File: src/rtl/of_ex_stage_reg.sv
// of_ex_stage_reg: operand-fetch -> execute pipeline register.
// Carries instruction, PC, branch target, both operands, immediate and control
// word with a valid/ready handshake, flush with bubble insertion and a
// saturating stall counter.
// Build option: define OFEX_SKID_EN for a 2-entry skid buffer with a registered
// in_ready (states EMPTY/ONE/TWO). The default build is a single register whose
// in_ready is !out_valid | out_ready.
module of_ex_stage_reg #(
  parameter int              XLEN      = 32,
  parameter int              CTRL_W    = 14,
  parameter logic [XLEN-1:0] NOP_INSTR = 32'h6800_0000,
  parameter int              CNT_W     = 16
) (
  input  logic              clk,
  input  logic              reset,
  input  logic              in_valid,
  output logic              in_ready,
  input  logic [XLEN-1:0]   in_instruction,
  input  logic [XLEN-1:0]   in_pc,
  input  logic [XLEN-1:0]   in_branchtarget,
  input  logic [XLEN-1:0]   in_op1,
  input  logic [XLEN-1:0]   in_op2,
  input  logic [XLEN-1:0]   in_immx,
  input  logic [CTRL_W-1:0] in_ctrl,
  input  logic              flush,
  output logic              out_valid,
  input  logic              out_ready,
  output logic [XLEN-1:0]   out_instruction,
  output logic [XLEN-1:0]   out_pc,
  output logic [XLEN-1:0]   out_branchtarget,
  output logic [XLEN-1:0]   out_op1,
  output logic [XLEN-1:0]   out_op2,
  output logic [XLEN-1:0]   out_immx,
  output logic [CTRL_W-1:0] out_ctrl,
  output logic [CNT_W-1:0]  stall_cnt
);

  // Whole beat packed as {instr, pc, btarget, op1, op2, immx, ctrl}.
  localparam int BEAT_W = 6 * XLEN + CTRL_W;

  logic [BEAT_W-1:0] w_in_beat;
  logic [BEAT_W-1:0] r_main_data;
  logic              r_main_valid;
  logic              w_in_ready;
  logic              w_accept;
  logic              w_emit;
  logic [CNT_W-1:0]  r_stall_cnt;

  assign w_in_beat = {in_instruction, in_pc, in_branchtarget,
                      in_op1, in_op2, in_immx, in_ctrl};
  assign w_accept  = in_valid & w_in_ready;
  assign w_emit    = r_main_valid & out_ready;

`ifdef OFEX_SKID_EN

  typedef enum logic [1:0] {
    S_EMPTY = 2'd0,
    S_ONE   = 2'd1,
    S_TWO   = 2'd2
  } state_t;

  state_t            r_state;
  logic              r_in_ready;
  logic [BEAT_W-1:0] r_skid_data;

  assign w_in_ready = r_in_ready;

  // Skid FSM: main/skid occupancy, registered in_ready (= skid empty) and payload moves.
  always_ff @(posedge clk or posedge reset) begin
    if (reset) begin
      r_state      <= S_EMPTY;
      r_main_valid <= 1'b0;
      r_in_ready   <= 1'b1;
      r_main_data  <= {BEAT_W{1'b0}};
      r_skid_data  <= {BEAT_W{1'b0}};
    end else if (flush) begin
      // Redirect: drop everything held and anything offered this cycle.
      r_state      <= S_EMPTY;
      r_main_valid <= 1'b0;
      r_in_ready   <= 1'b1;
    end else begin
      case (r_state)
        S_EMPTY: begin
          if (w_accept) begin
            r_state      <= S_ONE;
            r_main_valid <= 1'b1;
            r_main_data  <= w_in_beat;
          end
        end
        S_ONE: begin
          if (w_accept && !w_emit) begin
            // EX stalled: park the new beat behind the one in main.
            r_state     <= S_TWO;
            r_in_ready  <= 1'b0;
            r_skid_data <= w_in_beat;
          end else if (w_accept && w_emit) begin
            r_main_data <= w_in_beat;
          end else if (w_emit) begin
            r_state      <= S_EMPTY;
            r_main_valid <= 1'b0;
          end
        end
        S_TWO: begin
          // in_ready is low here, so only the drain of main can happen.
          if (w_emit) begin
            r_state     <= S_ONE;
            r_in_ready  <= 1'b1;
            r_main_data <= r_skid_data;
          end
        end
        default: begin
          r_state      <= S_EMPTY;
          r_main_valid <= 1'b0;
          r_in_ready   <= 1'b1;
        end
      endcase
    end
  end

`else

  // Without a skid slot the stage can take a beat only if main is free or draining.
  assign w_in_ready = ~r_main_valid | out_ready;

  // Single register: load on accept, clear on emit without refill, clear on flush.
  always_ff @(posedge clk or posedge reset) begin
    if (reset) begin
      r_main_valid <= 1'b0;
      r_main_data  <= {BEAT_W{1'b0}};
    end else if (flush) begin
      r_main_valid <= 1'b0;
    end else if (w_accept) begin
      r_main_valid <= 1'b1;
      r_main_data  <= w_in_beat;
    end else if (w_emit) begin
      r_main_valid <= 1'b0;
    end
  end

`endif

  // Performance counter: count back-pressured offers, saturate at all-ones.
  always_ff @(posedge clk or posedge reset) begin
    if (reset) begin
      r_stall_cnt <= {CNT_W{1'b0}};
    end else if (in_valid && !w_in_ready && (r_stall_cnt != {CNT_W{1'b1}})) begin
      r_stall_cnt <= r_stall_cnt + {{(CNT_W-1){1'b0}}, 1'b1};
    end
  end

  assign in_ready         = w_in_ready;
  assign out_valid        = r_main_valid;
  assign stall_cnt        = r_stall_cnt;

  // Bubble gating uses only the registered valid bit.
  assign out_instruction  = r_main_valid ? r_main_data[CTRL_W+6*XLEN-1 -: XLEN] : NOP_INSTR;
  assign out_pc           = r_main_data[CTRL_W+5*XLEN-1 -: XLEN];
  assign out_branchtarget = r_main_data[CTRL_W+4*XLEN-1 -: XLEN];
  assign out_op1          = r_main_data[CTRL_W+3*XLEN-1 -: XLEN];
  assign out_op2          = r_main_data[CTRL_W+2*XLEN-1 -: XLEN];
  assign out_immx         = r_main_data[CTRL_W+XLEN-1 -: XLEN];
  assign out_ctrl         = r_main_valid ? r_main_data[CTRL_W-1:0] : {CTRL_W{1'b0}};

endmodule

File: config.mk
export PLATFORM = sky130hd
export DESIGN_NAME = of_ex_stage_reg
export DESIGN_NICKNAME = d
export VERILOG_FILES = /design/src/rtl/of_ex_stage_reg.sv
export SDC_FILE = /design/constraint.sdc
export NUM_CORES = 1
export LEC_CHECK = 0
export CORE_AREA = 5 5 168 170
export CTS_BUF_LIST = sky130_fd_sc_hd__clkbuf_16
export CTS_CLUSTER_DIAMETER = 30
export DETAILED_ROUTE_END_ITERATION = 6
export DIE_AREA = 0 0 173 175
export HOLD_SLACK_MARGIN = 0.08
export PLACE_DENSITY = 0.7
export SLEW_MARGIN = 20
export SYNTH_ARGS = -nofsm -noshare
export SYNTH_HDL_FRONTEND = slang
export SYNTH_SLANG_ARGS = --single-unit
File: constraint.sdc
create_clock -name clk -period 13.5 [get_ports clk]
set_input_delay 2.7 -clock clk [delete_from_list [all_inputs] [get_ports clk]]
set_output_delay 2.7 -clock clk [all_outputs]
set_load 0.03 [all_outputs]
* Yosys cells after proc, flatten, opt, wreduce, memory -nomap -nowiden *
Index checks and enable logic that the tools add are counted.

cells by class
  muxes and demuxes = 5
  reductions and logical operators = 5
  $add $sub $neg = 1
  bitwise operators = 5
  eq/ne operators = 1

operator list
  operator                 count
  $mux W32                 1
  $add A16 B1 Y16 const B  1
  $ne A16 B16 Y1 const B   1
  $mux W14                 1
  $mux W1                  3
  $reduce_bool A3 Y1       1
  $and A1 B1 Y1            2
  $logic_and A1 B1 Y1      2
  $not A1 Y1               2
  $reduce_and A2 Y1        1
  $logic_not A1 Y1         1
  $or A1 B1 Y1             1

storage, ports and cells
  input port bits = 211
  bits in registers = 223

* Logic depth before layout (Yosys ltp) *
Gate-level depths: netlist of run 1.

  depth in word-level cells = 5
  gate-level depth with buffers = 6
  gate-level depth less buffers = 5

* Least setup slack after synthesis of run 1 *
No wires, ideal clock.

  kind = input-to-output
  start point = input out_ready
  end point = output in_ready
  required time = 10.800 ns
  stages = 2
  slack = 7.723 ns
  data arrival time = 3.077 ns
  cells stage by stage = and2b_1 inv_1

between the ends
  cells in the longest elaborated chain, start to end = 1

ends and longest elaborated chain
  item             RTL line  source
  start, declared  27        input logic out_ready,
  $or A1 B1 Y1     123       assign w_in_ready = ~r_main_valid | out_ready;
  end, declared    17        output logic in_ready,

No other way between the ends.

* Worst setup path after layout of run 1 *
Ends and elaborated chain as after synthesis.

==> results of run 1 <==
registers in the layout, indices dropped and copies added, names as in the netlist:
register / cells
r_main_data: 206
stall_cnt: 16
out_valid: 1
power by group through the flow:
stage	clock network (mW)	registers (mW)	logic, mW
6_report	1.21	0.846	0.643
5_1_grt	1.27	0.862	0.677
4_1_cts	1.23	0.848	0.652
3_5_place_dp	0	0.856	0.649
3_3_place_gp	0	0.851	0.643
2_1_floorplan	0	0.847	0.466
worst max-delay path by stage:
stage                     cells past startpoint  slack (ps)       from               endpoint
after floorplan                               1        4690      reset  out_valid$_DFFE_PP0P_
after global placement                        4        6710  out_ready               in_ready
after detailed placement                      4        6720  out_ready               in_ready
after CTS                                     4        6700  out_ready               in_ready
after global routing                          4        6650  out_ready               in_ready
final                                         4        6710  out_ready               in_ready
cell families (layout without fill, tap and decap cells):
family | after synthesis | after routing | share of synthesized area (%)
fa+ha+maj | 1 | 1 | 0.124
buf+inv | 191 | 535 | 14.1
xor+xnor | 13 | 13 | 1.13
simple gates | 86 | 86 | 5.67
compound gates | 3 | 3 | 0.199
flops | 223 | 223 | 55.4
mux | 209 | 209 | 23.4
metal layers:
| metal | track usage (%) | up-vias | part of all wire [%] |
|---|---|---|---|
| li1 | - | 2938 | - |
| met1 | 18.5 | 3142 | 37 |
| met2 | 29.5 | 331 | 49 |
| met3 | 7.92 | 57 | 11 |
| met4 | 6.42 | 0 | 2.9 |
| met5 | 0 | - | 0 |
layout make-up:
cell class	instances	area (µm²)	area share (%)
tap	341	427	2.81
clock buffer	51	1280	8.40
sequential	223	5580	36.7
clock inverter	41	424	2.79
inverter	3	18.8	0.124
multi-input combinational	312	3080	20.3
timing repair buffer	440	4390	28.9
metrics by stage:
step                instance area [µm²]  utilization [%]  hold slack [ps]  std cells  setup WS, ps
global placement                  13500             50.8              480       1319          6710
finish                            15200             57.2              492       1411          6710
global route                      15200             57.2              513       1411          6650
CTS                               15200             57.2              498       1411          6700
floorplan                         10100                -              471        726          4690
detailed placement                13500             50.8              487       1319          6720
cells in the mapped netlist, types with 2 or more instances:
master | instances | area [µm²]
buf_2 | 7 | 35.0
xor2_1 | 12 | 105
or3_4 | 2 | 22.5
nand4_1 | 2 | 12.5
a211oi_1 | 2 | 15.0
nand2_1 | 8 | 30.0
nor3b_1 | 3 | 22.5
nor3_1 | 4 | 20.0
inv_1 | 3 | 11.3
clkbuf_1 | 5 | 18.8
nand2b_1 | 4 | 25.0
buf_4 | 166 | 1250
dfrtp_1 | 223 | 5580
nor2_1 | 4 | 15.0
buf_6 | 10 | 113
nand3_1 | 2 | 10.0
mux2_2 | 208 | 2340
nor4_1 | 2 | 12.5
and2_1 | 43 | 269
nand4_2 | 2 | 25.0
worst reg2reg max path: stages, from the launching register on:
cell	delay (ps)
dfrtp_1	590
buf_4	350
and2b_1	240
nor3b_2	680
buf_4	600
buf_4	890
mux2_2	510
==> metrics.md, run 1 <==
| Metric | Value |
|---|---|
| Status | `complete, no violations` |
| Root Driver | `clkbuf_16` |
| Total global routing overflow | `0` |
| CTS tree | `yes` |
| Hold Path Sink | `r_main_data[178]$_DFFE_PP0P_` |
| Antenna cells | `0` |
| Crit-path slowest cell | `clkdlybuf4s50_1` |
| Avg Cell Area, Syn | `13.9 µm²` |
| Syn Inst Count | `726` |
| Sink Count | `223` |
| Peak VDD IR | `0.000118 V` |
| Fmax | `147 MHz` |
| Clock power frac | `44.7%` |
| Min Tclk post-route | `6790 ps` |
| Commonest non-fill, non-tap cell in the layout | `clkdlybuf4s50_1` |
| Buf+Inv Stages, Crit Path | `3` |
| # setup viols final | `0` |
| Type of the worst min-delay path | `reg2reg` |
| Die W | `173 µm` |
| Largest net degree at the start of global routing | `88` |
| Routed vias | `6468` |
| CP peak stage delay | `660 ps` |
| Routed len/inst | `18.8 µm` |
| Max-Cap Viols | `0` |
| Post-CTS Setup Bufs | `0` |
| Worst slew pin tran | `1060 ps` |
| Initial DRT Pass Iterations | `4` |
| H-tree depth | `2` |
| Layout cells sized above 1 | `28.8%` |
| Crit path kind | `in2out` |
| Seq/Total Area, Yosys | `55.4%` |
| Later-pin clock latency in the skew report | `520 ps` |
| Synth unique cells | `34` |
| First-pass GRT wire length | `41600 µm` |
| Residual DRC count | `0` |
| Hold Path Stages | `1` |
| Reg power frac | `31.4%` |
| Slew margin rel. | `29.2%` |
| RSZ-0062 raised after global routing | `false` |
| Most frequent CP cell | `clkdlybuf4s50_1` |
| Hold buffer count at CTS | `0` |
| Nets | `1242` |
| RR Startpoint | `out_valid$_DFFE_PP0P_` |
| # rows | `60` |
| Leakage | `6.31 nW` |
| DR vias/cell | `4.58` |
| Core area | `0.0266 mm²` |
| Critical Path AT | `4090 ps` |
| Reg2Reg Capture Point | `r_main_data[115]$_DFFE_PP0P_` |
| Die Footprint | `0.0303 mm²` |
| Sw frac | `28.4%` |
| Die Height | `175 µm` |
| Top Ports | `435` |
| Crit-path leading delay family | `buffers and inverters` |
| Sw power | `0.765 mW` |
| RD Place Congestion | `0.746` |
| Initial antenna violation count | `0` |
| Combinational power share | `23.9%` |
| Post-route ant nets | `0` |
| Vias in the first global route | `7228` |
| Initial Util | `37.9%` |
| Worst setup SP type | `input pin` |
| Maximum buffer depth of the clock tree | `3` |
| Pint | `1.93 mW` |
| Worst R2R Setup Slack | `9510 ps` |
| FFs w/ async S/R, synth | `100%` |
| Reg clk slew, reported paths | `40 ps` |
| Max-slew violations | `0` |
| Most frequent cells in the layout | `clkdlybuf4s50_1 (434), dfrtp_1 (223), mux2_2 (208)` |
| WL final | `26500 µm` |
| Critical path peak fanout | `3` |
| Crit share post-route | `50.3%` |
| R2r worst-path depth | `6` |
| Clock Skews | `16.1 ps` |
| Primary FF master, synth | `dfrtp_1` |
| DRT iter0 DRCs | `241` |
| Worst-path cell chain | `clkdlybuf4s50_1 -> and2b_1 -> inv_1 -> clkdlybuf4s50_1` |
| Post-synth EDFFs | `0` |
| Critical Path RT | `10800 ps` |
| Flops & latches, synth | `223` |
| Hpwl dp | `19000 µm` |
| Setup_tns | `0 ps` |
| Final Hold Vio Count | `0` |
| Syn Nets | `938` |
| Worst setup EP type | `output port` |
| Layout Area Growth over Synthesis | `50.8%` |
| Pwr Density | `177 mW/mm²` |
| Total power draw | `2.69 mW` |
| Fill count | `2186` |
| Yosys warns | `0` |
| Number of buffers created by CTS | `50` |
| Port buffer count | `434` |
| Min-delay src | `r_main_data[178]$_DFFE_PP0P_` |
| Cell area after synthesis | `0.0101 mm²` |
| Resize count post-CTS | `0` |
| GRT Overall Usage | `17.1%` |
Note: power is estimated with default switching activity, not from simulation.
==> inputs of run 2 (changes only) <==
- CORE_AREA: 5 5 168 170 -> unset
- CORE_MARGIN: unset -> 5
- CORE_UTILIZATION: unset -> 39
- DIE_AREA: 0 0 173 175 -> unset
- PLACE_DENSITY: 0.7 -> 0.75
- clock period: 13.5 -> 5.8 ns (I/O delays scaled with it)
==> run 2 against run 1 <==
Combinational power is 130% higher; clock skew down 2.5 ps; global-route usage grew 0.35 points; flip-flop and latch count is the same; power increased by 140%; critical path type unchanged; first-iteration DRC count up 1.2%; utilization is 3.4 points higher; clock-buffer cell count up 1.
==> metrics.md, run 2 (synthesized netlist as in run 1, its figures left out) <==
| Metric | Value |
|---|---|
| Hpwl dp | `18800 µm` |
| Initial DRT Pass Iterations | `4` |
| RD Place Congestion | `0.746` |
| CP Capture Point | `in_ready` |
| Worst slew pin tran | `915 ps` |
| Multi-input logic area | `0.00308 mm²` |
| Status | `complete, no violations` |
| DR vias/cell | `4.62` |
| Nets | `1242` |
| Hold slack | `496 ps` |
| Sequential cell area | `0.00558 mm²` |
| # rows | `58` |
| Fmax | `265 MHz` |
| Crit-path leading delay family | `buffers and inverters` |
| Initial antenna violation count | `0` |
| Worst-path cell chain | `clkdlybuf4s50_1 -> and2b_1 -> inv_1 -> clkdlybuf4s50_1` |
| H-tree depth | `2` |
| Max FFs per register | `206` |
| Critical path peak fanout | `3` |
| Core area | `0.0253 mm²` |
| R2r worst-path depth | `5` |
| Vias in the first global route | `7109` |
| Post-CTS Setup Bufs | `0` |
| Pre-CTS WS | `2060 ps` |
| Type of the worst min-delay path | `reg2reg` |
| Antenna cells | `0` |
| Layout cells sized above 1 | `29.0%` |
| Number of buffers created by CTS | `51` |
| Maximum buffer depth of the clock tree | `3` |
| Worst R2R Setup Slack | `3290 ps` |
| Placed standard-cell area | `0.0135 mm²` |
| RSZ-0062 raised after global routing | `false` |
| Top Ports | `435` |
| Max-slew violations | `0` |
| Peak VDD IR | `0.000366 V` |
| Min Tclk post-route | `3770 ps` |
| Sink Count | `223` |
| Port buffer count | `434` |
| Final Instance Area | `0.0153 mm²` |
| Fill count | `1946` |
| Critical path startpoint | `out_ready` |
| Crit share post-route | `65.0%` |
| Die W | `171 µm` |
| Reg2Reg Capture Point | `r_main_data[68]$_DFFE_PP0P_` |
| Buf+Inv Stages, Crit Path | `3` |
| Critical Path AT | `2610 ps` |
| CP peak stage delay | `660 ps` |
| Leakage | `6.38 nW` |
| WL final | `26500 µm` |
| Fin worst setup slack | `2030 ps` |
| Crit. path cell count | `4` |
| Routed len/inst | `18.9 µm` |
| Crit path kind | `in2out` |
| Residual DRC count | `0` |
| Largest net degree at the start of global routing | `141` |
| Commonest non-fill, non-tap cell in the layout | `clkdlybuf4s50_1` |
| RR Startpoint | `out_valid$_DFFE_PP0P_` |
| Layout Area Growth over Synthesis | `52.3%` |
| Max-Cap Viols | `0` |
| Resize count post-CTS | `0` |
| Reg clk slew, reported paths | `50 ps` |
| CTS tree | `yes` |
| Root Driver | `clkbuf_16` |
| DRT iter0 DRCs | `244` |
| Later-pin clock latency in the skew report | `530 ps` |
| Most frequent CP cell | `clkdlybuf4s50_1` |
| Initial Util | `39.8%` |
| Largest register by flop count | `r_main_data` |
| Total global routing overflow | `0` |
| Post-route ant nets | `0` |
| Worst setup SP type | `input pin` |
| Slew margin rel. | `39.0%` |
| # setup viols final | `0` |
| Final Hold Vio Count | `0` |
| Die Footprint | `0.0292 mm²` |
| Pwr Density | `425 mW/mm²` |
| Setup_tns | `0 ps` |
| Critical Path RT | `4640 ps` |
| Worst setup EP type | `output port` |
| GRT Overall Usage | `17.5%` |
| Clock Skews | `13.6 ps` |
| Routed vias | `6472` |
| First-pass GRT wire length | `40000 µm` |
| Crit-path slowest cell | `clkdlybuf4s50_1` |
| Most frequent cells in the layout | `clkdlybuf4s50_1 (434), dfrtp_1 (223), mux2_2 (208)` |
| Hold buffer count at CTS | `0` |
| Die Height | `171 µm` |
-- run 2: how the worst min path moves through the flow --
stage                                 startpoint                            to  slack (ps)  cells after the start
floorplan           r_main_data[201]$_DFFE_PP0P_  r_main_data[201]$_DFFE_PP0P_         470                      1
global route         r_main_data[54]$_DFFE_PP0P_   r_main_data[54]$_DFFE_PP0P_         510                      1
finish              r_main_data[174]$_DFFE_PP0P_  r_main_data[174]$_DFFE_PP0P_         500                      1
CTS                 r_main_data[174]$_DFFE_PP0P_  r_main_data[174]$_DFFE_PP0P_         500                      1
detailed placement  r_main_data[174]$_DFFE_PP0P_  r_main_data[174]$_DFFE_PP0P_         490                      1
global placement    r_main_data[175]$_DFFE_PP0P_  r_main_data[175]$_DFFE_PP0P_         480                      1
-- run 2: power breakdown --
group / total, mW / switching [mW] / internal, mW
logic: 1.51 / 0.774 / 0.736
registers: 1.96 / 0.141 / 1.82
clock network: 3.05 / 0.893 / 2.16
-- run 2: worst reg2reg max path, delay by kind of cell (launching register included) --
family | cells | cell delay [ps]
buf+inv | 2 | 980
flops | 1 | 350
mux | 1 | 510
simple gates | 2 | 550
-- run 2: per-layer routing --
metal	global-route usage (%)	up-vias	part of all wire, %
met3	8.57	51	13
met5	0	-	0
met1	19.1	3164	35
li1	-	2939	-
met4	6.22	0	2.7
met2	29.5	318	49
-- run 2: metrics by stage --
stage	power (mW)	cells	util, %
floorplan	3.06	726	-
global placement	3.47	1307	53.3
detailed placement	3.50	1307	53.3
CTS	6.61	1400	60.6
global route	6.79	1400	60.6
finish	6.52	1400	60.6
-- run 2: layout make-up --
cell class              instances  area share, %
well taps                     330           2.69
flip-flops and latches        223           36.4
clock inverters                41           3.60
repair buffers                439           28.7
multi-input cells             312           20.1
inverters                       3         0.0978
clock buffers                  52           8.48
